`config.mk`:
```
export PLATFORM = sky130hd
export DESIGN_NAME = flip_encoder_stream
export DESIGN_NICKNAME = d
export VERILOG_FILES = /design/src/rtl/flip_encoder_stream.sv
export SDC_FILE = /design/constraint.sdc
export NUM_CORES = 1
export LEC_CHECK = 0
export CORE_MARGIN = 2
export CORE_UTILIZATION = 51
export DETAILED_ROUTE_END_ITERATION = 7
export PLACE_DENSITY = 0.81
export REMOVE_ABC_BUFFERS = 1
export SLEW_MARGIN = 20
export SYNTH_ARGS = -nofsm -noshare
export SYNTH_HDL_FRONTEND = slang
export SYNTH_SLANG_ARGS = --single-unit
```
`constraint.sdc`:
```
create_clock -name clk -period 6.29 [get_ports clk]
set_input_delay 1.5725 -clock clk [delete_from_list [all_inputs] [get_ports clk]]
set_output_delay 1.5725 -clock clk [all_outputs]
set_load 0.02 [all_outputs]
```
`src/rtl/flip_encoder_stream.sv`:
```
// flip_encoder_stream: write-side flip encoder for stuck-at tolerant memory rows.
// Each accepted word is compared against its stuck-at fault map. If storing the
// inverted word hits fewer stuck cells, the word is stored inverted and flagged.
// Two-stage valid/ready pipeline (S1 operand register, S2 decision/output register).
// Optional feature macro: FLIP_ENC_ERRCNT_EN builds the residual-conflict counters
// (out_err, blk_err). Without it, both outputs are tied to zero.
module flip_encoder_stream #(
  parameter int N  = 16,
  parameter int M  = 16,
  parameter int CW = $clog2(N + 1),
  parameter int IW = (M > 1) ? $clog2(M) : 1,
  parameter int BW = CW + $clog2(M) + 1
) (
  input  logic          clk,
  input  logic          rst,
  input  logic          in_valid,
  output logic          in_ready,
  input  logic [N-1:0]  in_data,
  input  logic [N-1:0]  in_mask,
  input  logic [N-1:0]  in_sval,
  output logic          out_valid,
  input  logic          out_ready,
  output logic [N-1:0]  out_data,
  output logic          out_flip,
  output logic [IW-1:0] out_idx,
  output logic          out_last,
  output logic [CW-1:0] out_err,
  output logic [BW-1:0] blk_err
);

  // Counts the set bits of a word; the result always fits in CW bits.
  function automatic logic [CW-1:0] f_popcount(input logic [N-1:0] v);
    logic [CW-1:0] acc;
    acc = '0;
    for (int i = 0; i < N; i++) begin
      acc = acc + CW'(v[i]);
    end
    return acc;
  endfunction

  logic          r_s1Valid;
  logic [N-1:0]  r_s1Data;
  logic [N-1:0]  r_s1Mask;
  logic [N-1:0]  r_s1Sval;

  logic          r_outValid;
  logic [N-1:0]  r_outData;
  logic          r_outFlip;
  logic [IW-1:0] r_outIdx;
  logic          r_outLast;
  logic [IW-1:0] r_cnt;

  logic          w_s2Load;
  logic          w_s1Load;
  logic [N-1:0]  w_diff;
  logic [CW-1:0] w_c0;
  logic [CW-1:0] w_c1;
  logic          w_flip;
  logic          w_cntLast;
  logic [IW-1:0] w_cntNext;

  // Pipeline advance: S2 refills when empty or drained this cycle; S1 follows S2.
  always_comb begin
    w_s2Load = !r_outValid || out_ready;
    w_s1Load = !r_s1Valid || w_s2Load;
  end

  assign in_ready = !rst && w_s1Load;

  // Flip decision on the S1 word: c0 = conflicts stored as-is, c1 = conflicts stored inverted.
  always_comb begin
    w_diff = r_s1Mask & (r_s1Data ^ r_s1Sval);
    w_c0   = f_popcount(w_diff);
`ifdef FLIP_ENC_ERRCNT_EN
    w_c1   = f_popcount(r_s1Mask) - w_c0;
`else
    w_c1   = f_popcount(r_s1Mask & ~(r_s1Data ^ r_s1Sval));
`endif
    w_flip = (w_c1 < w_c0);
  end

  // Position of the next word within its block; the counter value itself encodes first/mid/last.
  always_comb begin
    w_cntLast = (r_cnt == IW'(M - 1));
    w_cntNext = w_cntLast ? '0 : r_cnt + IW'(1);
  end

  // S1 operand register: captures an input beat whenever it has room.
  always_ff @(posedge clk) begin
    if (rst) begin
      r_s1Valid <= 1'b0;
      r_s1Data  <= '0;
      r_s1Mask  <= '0;
      r_s1Sval  <= '0;
    end else if (w_s1Load) begin
      r_s1Valid <= in_valid;
      if (in_valid) begin
        r_s1Data <= in_data;
        r_s1Mask <= in_mask;
        r_s1Sval <= in_sval;
      end
    end
  end

  // S2 output register plus word counter: the counter advances with each word handed to S2,
  // so every word leaving the block carries its own index and last flag.
  always_ff @(posedge clk) begin
    if (rst) begin
      r_outValid <= 1'b0;
      r_outData  <= '0;
      r_outFlip  <= 1'b0;
      r_outIdx   <= '0;
      r_outLast  <= 1'b0;
      r_cnt      <= '0;
    end else if (w_s2Load) begin
      r_outValid <= r_s1Valid;
      if (r_s1Valid) begin
        r_outData <= w_flip ? ~r_s1Data : r_s1Data;
        r_outFlip <= w_flip;
        r_outIdx  <= r_cnt;
        r_outLast <= w_cntLast;
        r_cnt     <= w_cntNext;
      end
    end
  end

  assign out_valid = r_outValid;
  assign out_data  = r_outData;
  assign out_flip  = r_outFlip;
  assign out_idx   = r_outIdx;
  assign out_last  = r_outLast;

`ifdef FLIP_ENC_ERRCNT_EN
  logic          w_outFire;
  logic [CW-1:0] w_err;
  logic [CW-1:0] r_outErr;
  logic [BW-1:0] r_blkErr;

  // Residual conflicts of the chosen encoding, and the handshake strobe for block framing.
  always_comb begin
    w_err     = w_flip ? w_c1 : w_c0;
    w_outFire = r_outValid && out_ready;
  end

  // Block accumulator: restarts on a block's first word, clears once the last word leaves with nothing behind it.
  always_ff @(posedge clk) begin
    if (rst) begin
      r_outErr <= '0;
      r_blkErr <= '0;
    end else if (w_s2Load && r_s1Valid) begin
      r_outErr <= w_err;
      r_blkErr <= (r_cnt == '0) ? BW'(w_err) : r_blkErr + BW'(w_err);
    end else if (w_outFire && r_outLast) begin
      r_blkErr <= '0;
    end
  end

  assign out_err = r_outErr;
  assign blk_err = r_blkErr;
`else
  assign out_err = '0;
  assign blk_err = '0;
`endif

endmodule

```
# Yosys cells after proc, flatten, opt, wreduce, memory -nomap -nowiden
# Index checks and enable logic that the tools add are counted.
# op_classes
n_addsub	31
order_cmp	1
eq_ne	1
mux	2
bitwise_logic	5
reduce_logical	8
# op_table
op	count
5-bit by 1-bit adder with 5-bit output	22
16-bit AND	2
16-bit NOT	2
16-bit two-way mux	1
16-bit bitwise XOR	1
4-bit by 1-bit adder with 5-bit output	2
3-bit by 1-bit adder with 4-bit output	2
2-bit by 1-bit adder with 3-bit output	2
5-bit < comparator	1
1-bit by 1-bit adder with 2-bit output	2
4-bit by 1-bit adder with 4-bit output (second input constant)	1
4-bit == test (second input constant)	1
4-bit two-way mux	1
2-bit AND reduction	2
1-bit zero test	3
1-bit logical OR	2
1-bit logical AND	1
# word_totals
ff_bits	76

# Logic depth before layout (Yosys ltp)
# Gate-level depths: netlist of the first run.
# logic_depth
ltp_word	20
ltp_mapped	20

# Least setup slack after synthesis of the first run
# No wires, ideal clock.
# synth_timing
path_type	reg2reg
from	reg r_s1Data[7]
to	reg r_outData[10], in the netlist out_data[10]
setup_time_ns	0.145
arrival_time_ns	4.825
path_slack_ns	1.320
stages_incl_launch_ff	17
path_buffers	1
synth_period_minus_slack_ns	4.970
cell_sequence	dfxtp_1 > xor2_1 > or2_2 > fa_1 > fa_1 > fa_1 > fa_1 > inv_1 > ha_1 > fa_1 > xor2_1 > ha_1 > nand4_1 > o221ai_4 > buf_8 > xor2_1 > a211oi_2
# synth_between
elab_chain_cells	14
# synth_lines
item	line	text
from (decl)	42	logic [N-1:0] r_s1Data;
from (signal assigned)	98	r_s1Data <= in_data;
16-bit bitwise XOR (*)	72, 77	
16-bit NOT	77	w_c1 = f_popcount(r_s1Mask & ~(r_s1Data ^ r_s1Sval));
16-bit AND	77	
5-bit by 1-bit adder with 5-bit output (9 in series)	36	acc = acc + CW'(v[i]);
5-bit < comparator (*)	79	w_flip = (w_c1 < w_c0);
16-bit two-way mux (*)	118	r_outData <= w_flip ? ~r_s1Data : r_s1Data;
to (signal assigned)	118	
to (decl)	47	logic [N-1:0] r_outData;
# Mark *: on every way between the ends. The rest lies on a longest branch, timed or not.
# A chain may end at the register's enable or synchronous reset.

# Worst setup path in the final report of the first run
# layout_timing
from	reg r_s1Data[0]
to	reg r_outData[5], in the netlist out_data[5]
# layout_between
elab_chain_cells	20
# layout_lines
item	line
16-bit bitwise XOR (*)	72, 77
16-bit NOT	77
16-bit AND	77
1-bit by 1-bit adder with 2-bit output	36
2-bit by 1-bit adder with 3-bit output	36
3-bit by 1-bit adder with 4-bit output	36
4-bit by 1-bit adder with 5-bit output	36
5-bit by 1-bit adder with 5-bit output (11 in series)	36
5-bit < comparator (*)	79
16-bit two-way mux (*)	118
# Marks and branches as above.

==> results of run 1 <==
cell families after synthesis:
kind of cell             share of synthesized area, %
AND/OR/NAND/NOR                                  18.3
AO/OA/AOI/OAI                                    13.8
adder cells (fa/ha/maj)                          14.3
other                                          0.0913
XOR/XNOR                                         7.89
flip-flops                                       37.1
buffers and inverters                            8.53
final timing paths:
path	startpoint	endpoint	slack [ns]
worst max-delay path	r_s1Data[0]$_SDFFE_PP0P_	out_data[5]$_SDFFE_PP0P_	0.84
worst min-delay path	out_idx[0]$_SDFFE_PP0P_	out_idx[0]$_SDFFE_PP0P_	0.46
worst max register to register	r_s1Data[0]$_SDFFE_PP0P_	out_data[5]$_SDFFE_PP0P_	0.84
worst min register to register	out_idx[0]$_SDFFE_PP0P_	out_idx[0]$_SDFFE_PP0P_	0.46
metrics by stage:
stage / power [W] / hold WS, ns
detailed placement: 0.00110 / 0.447
global route: 0.00155 / 0.478
finish: 0.00146 / 0.456
CTS: 0.00147 / 0.460
floorplan: 0.000938 / 0.434
global placement: 0.00108 / 0.447
power breakdown:
part | switching [W] | internal (W)
Clock | 0.000191 | 0.000185
Sequential | 0.0000264 | 0.000519
Combinational | 0.000308 | 0.000232
cell type report:
class / instances / area, um^2
clock buffers: 9 / 124
clock inverters: 7 / 77.6
fillers: 669 / 2710
inverters: 31 / 116
multi-input cells: 350 / 2300
flip-flops and latches: 76 / 1520
well taps: 102 / 128
repair buffers: 78 / 788
Yosys cell counts, types with 2 or more instances:
library cell	count	area, um^2
nor2b_1	10	62.6
and2_1	10	62.6
nor2_1	22	82.6
fa_1	20	400
nand4_1	2	12.5
o21ai_1	2	10.0
inv_1	30	113
ha_1	15	188
a21o_1	3	22.5
xnor2_1	10	87.6
nand2_1	121	454
buf_2	10	50.1
a211oi_1	7	52.6
or2_2	6	37.5
a21oi_1	60	300
nand2b_1	2	12.5
nand3_1	2	10.0
buf_4	15	113
a211oi_2	9	113
xor2_1	27	236
dfxtp_1	76	1520
clkbuf_1	14	52.6
worst max-delay path: cells and delay by family, from the launching register on:
kind | cells | cell delay [ns]
buffers and inverters | 2 | 0.10
adders and majority gates | 7 | 3.11
AOI/OAI and AO/OA | 2 | 0.94
and+or+nand+nor | 2 | 0.26
DFF | 1 | 0.39
xor gates and xnor gates | 3 | 0.56
flip-flops by register name (all words and copies together), names as in the netlist:
register   cells
r_s1Mask      16
out_flip       1
r_cnt          4
r_s1Data      16
out_data      16
out_last       1
out_idx        4
out_valid      1
r_s1Sval      16
r_s1Valid      1
routing by layer:
layer / vias to the layer above / GRT usage, % / wire, um
met5: - / 0 / 0
met4: 0 / 6.52 / 80
met3: 9 / 4.33 / 418
met2: 77 / 32.9 / 4060
met1: 1452 / 24.5 / 3490
li1: 1630 / - / -
==> results.md, run 1 <==
* Crit Path Class: flop to flop
* Mapped Cells at 484
* Number of synthesized register bits at 76
* MaxCap Viol Count at 0
* Dpl hpwl at 5750 um
* Starting Density at 52.9%
* Root Driver: clkbuf_8
* Post-CTS setup buffers at 0
* Sequential share of the synthesized area at 37.1%
* Syn. warnings at 0
* Residual antenna-violating net count after detailed routing at 0
* Worst reg2reg path depth at 16
* Worst Path Arrival at 5.73 ns
* Routed WL per cell at 12.3 um
* Commonest non-fill, non-tap cell in the layout: nand2_1
* Vias at 3168
* Die Ht at 93.7 um
* Fin. Hold Viols at 0
* Max-slew violations at 0
* Prevailing post-synth register cell: dfxtp_1
* Slowest stage delay, CP at 0.70 ns
* Final Worst Setup Slack at 0.839 ns
* CP startpoint kind: flop
* Core area at 7770 um^2
* Pwr per Cell Area at 289 nW/um^2
* Hold path cells at 2
* Clock Path Buffers at 2
* Congestion Overflow GR at 0
* Row Count at 32
* Vias in the first global route at 3095
* TritonCTS sink count at 76
* Clock Latency Late Sink at 0.36 ns
* Worst EP required at 6.57 ns
* Initial antenna violation count at 0
* Maximum vdd drop at 0.148 mV
* Finished Layout Cells at 653
* Final WL at 8040 um
* Fmax at 183 MHz
* Tcrit/Tclk final at 86.7%
* All-layer global routing usage at 19.4%
* DIE AREA at 8780 um^2
* Largest net degree at the start of global routing at 77
* Leak Pwr at 2.11 nW
* Synth Area per Inst at 8.48 um^2
* RSZ-0062 raised after global routing: false
* Via/cell ratio at 4.85
* N_diodes at 0
* Cell with the most instances on the worst path: fa_1
* Design Area, Final at 5060 um^2
* Slew headroom at 33.4%
* Commonest non-fill, non-tap cells in the layout: nand2_1, dfxtp_1, clkdlybuf4s50_1
* Final setup vio count at 0
* DRT Pass-1 Iters at 4
* Slowest CP cell: o221ai_4
* Status: finished, final reports clean
* Setup TNS at 0 ns
* I/O pin count at 91
* Post-layout util at 65.1%
* Post-CTS sizing at 0
* Hold_buf cts at 0
* NumNets Final at 633
* Hold Path Class: flop to flop
* DR iter-0 viols at 84
* H-tree depth at 3
* Clock Pin Slew Worst Setup and Hold Paths at 0.09 ns
* Die W at 93.7 um
* Ys async rst share at 0%
* I/O Buffers at 75
* Clock skew at 0.00912 ns
* Share of layout cells above drive strength 1 at 7.26%
* Least-Margin Pin Slew at 0.996 ns
* Worst-path maximum fanout at 17
* Area Growth Syn to Fin at 23.3%
* Cell area after synthesis at 4110 um^2
* Placed insts at 636
* TritonCTS clock tree: yes
* Minimum clock period at 5.45 ns
* Cell Area, Placed at 4830 um^2
* Placer Congestion at 0.797
* Crit. End Element: flop
* Cts bufs inserted at 9
* Cells along the critical path: xor2_1 -> nor2_1 -> fa_1 -> inv_1 -> fa_1 -> fa_1 -> fa_1 -> inv_1 -> ha_1 -> fa_1 -> xor2_1 -> ha_1 -> nand4_1 -> o221ai_4 -> xor2_1 -> a211oi_2
* Remaining DRCs at 0
* Wire length of the first global-routing pass at 13500 um
* Post-synth EDFFs at 0
* Pre-CTS WS at 0.841 ns
* Synth unique cells at 33
No activity file was read; power rests on OpenSTA's default activity.
==> inputs of run 2 (changes only) <==
--- a/config.mk
+++ b/config.mk
@@ -5,7 +5,6 @@
 export SDC_FILE = /design/constraint.sdc
 export NUM_CORES = 1
 export LEC_CHECK = 0
-export CORE_MARGIN = 2
 export CORE_UTILIZATION = 51
 export DETAILED_ROUTE_END_ITERATION = 7
 export PLACE_DENSITY = 0.81
==> run 2 against run 1 <==
Largest power group unchanged. Combinational power is essentially flat. Setup slack gained 0.043 ns. Via count shrank 0.25%. Non-clock buffer count is the same. Clock power is essentially flat.
==> results.md, run 2 (synthesis results as in run 1) <==
* Status: finished, final reports clean
* Crit. End Element: flop
* H-tree depth at 3 (unchanged)
* Starting Density at 52.9% (unchanged)
* Setup TNS at 0 ns (unchanged)
* Placed insts at 636 (unchanged)
* DRT Pass-1 Iters at 4 (unchanged)
* DIE AREA at 8410 um^2 (-4.2%)
* CP startpoint kind: flop
* Pwr per Cell Area at 289 nW/um^2 (+0.16%)
* Cts bufs inserted at 9 (unchanged)
* Fin. Hold Viols at 0 (unchanged)
* Residual antenna-violating net count after detailed routing at 0 (unchanged)
* Die Ht at 91.7 um (-2.1%)
* Row Count at 32 (unchanged)
* N_diodes at 0 (unchanged)
* Commonest non-fill, non-tap cell in the layout: nand2_1
* Worst EP required at 6.55 ns (-0.02 ns)
* Routed WL per cell at 12.3 um (-0.46%)
* Final setup vio count at 0 (unchanged)
* Clock Path Buffers at 2 (unchanged)
* Clock Pin Slew Worst Setup and Hold Paths at 0.08 ns (about the same)
* Finished Layout Cells at 653 (unchanged)
* Cell Area, Placed at 4830 um^2 (unchanged)
* Met1 Resource Use GR at 25.1% (+0.67 points)
* Crit-path leading delay family: adder cells
* Slew headroom at 33.5% (+0.11 points)
* Hold_buf cts at 0 (unchanged)
* Initial antenna violation count at 0 (unchanged)
* Max-slew violations at 0 (unchanged)
* DR iter-0 viols at 113 (+35%)
* Met2 Usage GRT at 34.6% (+1.7 points)
* Worst-path maximum fanout at 17 (unchanged)
* Hold Path Class: flop to flop
* TritonCTS sink count at 76 (unchanged)
* All-layer global routing usage at 20.3% (+0.92 points)
* Slowest CP cell: o221ai_4
* Core area at 7770 um^2 (unchanged)
* Share of layout cells above drive strength 1 at 7.26% (unchanged)
* Largest net degree at the start of global routing at 77 (unchanged)
* Commonest non-fill, non-tap cells in the layout: nand2_1, dfxtp_1, clkdlybuf4s50_1
* GR Util met3 at 3.65% (-0.69 points)
* Clock Latency Late Sink at 0.35 ns (about the same)
* Leak Pwr at 2.11 nW (about the same)
* Minimum clock period at 5.41 ns (-0.0434 ns)
* Post-CTS setup buffers at 0 (unchanged)
* Crit Path Class: flop to flop
* Post-CTS sizing at 0 (unchanged)
* Cells along the critical path: xor2_1 -> or2_2 -> fa_1 -> fa_1 -> fa_1 -> fa_1 -> inv_1 -> ha_1 -> fa_1 -> xor2_1 -> ha_1 -> nand4_1 -> o221ai_4 -> xor2_1 -> a211oi_2
* Final WL at 8010 um (-0.46%)
* Congestion Overflow GR at 0 (unchanged)
* Tcrit/Tclk final at 86.0% (-0.69 points)
* # fillers at 653 (-2.4%)
* Post-layout util at 65.1% (unchanged)
* Dpl hpwl at 5780 um (+0.52%)
* Die W at 91.7 um (-2.1%)
* Total power at 0.00146 W (+0.16%)
* I/O Buffers at 75 (unchanged)
* TritonCTS clock tree: yes
* Placer Congestion at 0.746 (-6.4%)
* MaxCap Viol Count at 0 (unchanged)
* I/O pin count at 91 (unchanged)
* Via/cell ratio at 4.84 (-0.25%)
* Wire length of the first global-routing pass at 13700 um (+0.82%)
* Area Growth Syn to Fin at 23.3% (unchanged)
* Slowest stage delay, CP at 0.69 ns (about the same)
* Vias at 3160 (-0.25%)
* Maximum vdd drop at 0.136 mV (-7.7%)
* Vias in the first global route at 3164 (+2.2%)
* Remaining DRCs at 0 (unchanged)
* Least-Margin Pin Slew at 0.995 ns (-0.00159 ns)
* Crit path buf inv count at 1 (-1)
* Clock skew at 0.0128 ns (+0.00368 ns)
* Worst Path Arrival at 5.67 ns (-0.06 ns)
* RSZ-0062 raised after global routing: false
* Fmax at 185 MHz (+0.80%)
* Cell with the most instances on the worst path: fa_1
* Design Area, Final at 5060 um^2 (unchanged)
* Root Driver: clkbuf_8
* NumNets Final at 633 (unchanged)
* GRT busiest layer: met2
[run 2: cell types whose count changed in the layout (fill, tap and decap cells not counted)]
cell | previous run | this run
clkinv_4 | 4 | 1
clkbuf_8 | 9 | 10
clkinv_2 | 1 | 2
clkinvlp_4 | 1 | 2
[run 2: stage by stage]
| stage | hold slack, ns | setup slack (ns) |
|---|---|---|
| 3_3_place_gp | 0.446 | 0.971 |
| 6_report | 0.457 | 0.883 |
| 3_5_place_dp | 0.448 | 0.867 |
| 5_1_grt | 0.483 | 0.627 |
| 4_1_cts | 0.459 | 0.844 |
| 2_1_floorplan | 0.434 | 1.28 |
[run 2: worst paths after layout]
kind | from | to | slack, ns | cells past startpoint
worst max-delay path | r_s1Data[7]$_SDFFE_PP0P_ | out_data[8]$_SDFFE_PP0P_ | 0.88 | 15
worst min-delay path | out_last$_SDFFE_PP0P_ | out_last$_SDFFE_PP0P_ | 0.46 | 2
worst max register to register | r_s1Data[7]$_SDFFE_PP0P_ | out_data[8]$_SDFFE_PP0P_ | 0.88 | 15
worst min register to register | out_last$_SDFFE_PP0P_ | out_last$_SDFFE_PP0P_ | 0.46 | 2
[run 2: layer usage]
metal	vias to the layer above	share of wire [%]
met5	-	0
li1	1635	-
met3	16	3.2
met4	0	2.3
met2	59	48
met1	1450	46
[run 2: worst min-delay path, delay by kind of cell, from the launching register on]
kind            cells  cell delay [ns]
compound gates      1             0.05
flops               1             0.31
simple gates        1             0.05
[run 2: layout make-up]
class	count	area, um^2	area share, %
clock buffer	10	138	2.72
clock inverter	6	63.8	1.26
inverter	31	116	2.30
multi-input combinational	350	2300	45.5
sequential	76	1520	30.1
tap	102	128	2.52
timing repair buffer	78	788	15.6
[run 2: report_power, final]
part,switching (W),total (W),internal [W]
combinational,0.000309,0.000542,0.000233
sequential,0.0000266,0.000546,0.000519
clock,0.000181,0.000374,0.000193
total,0.000517,0.00146,0.000945
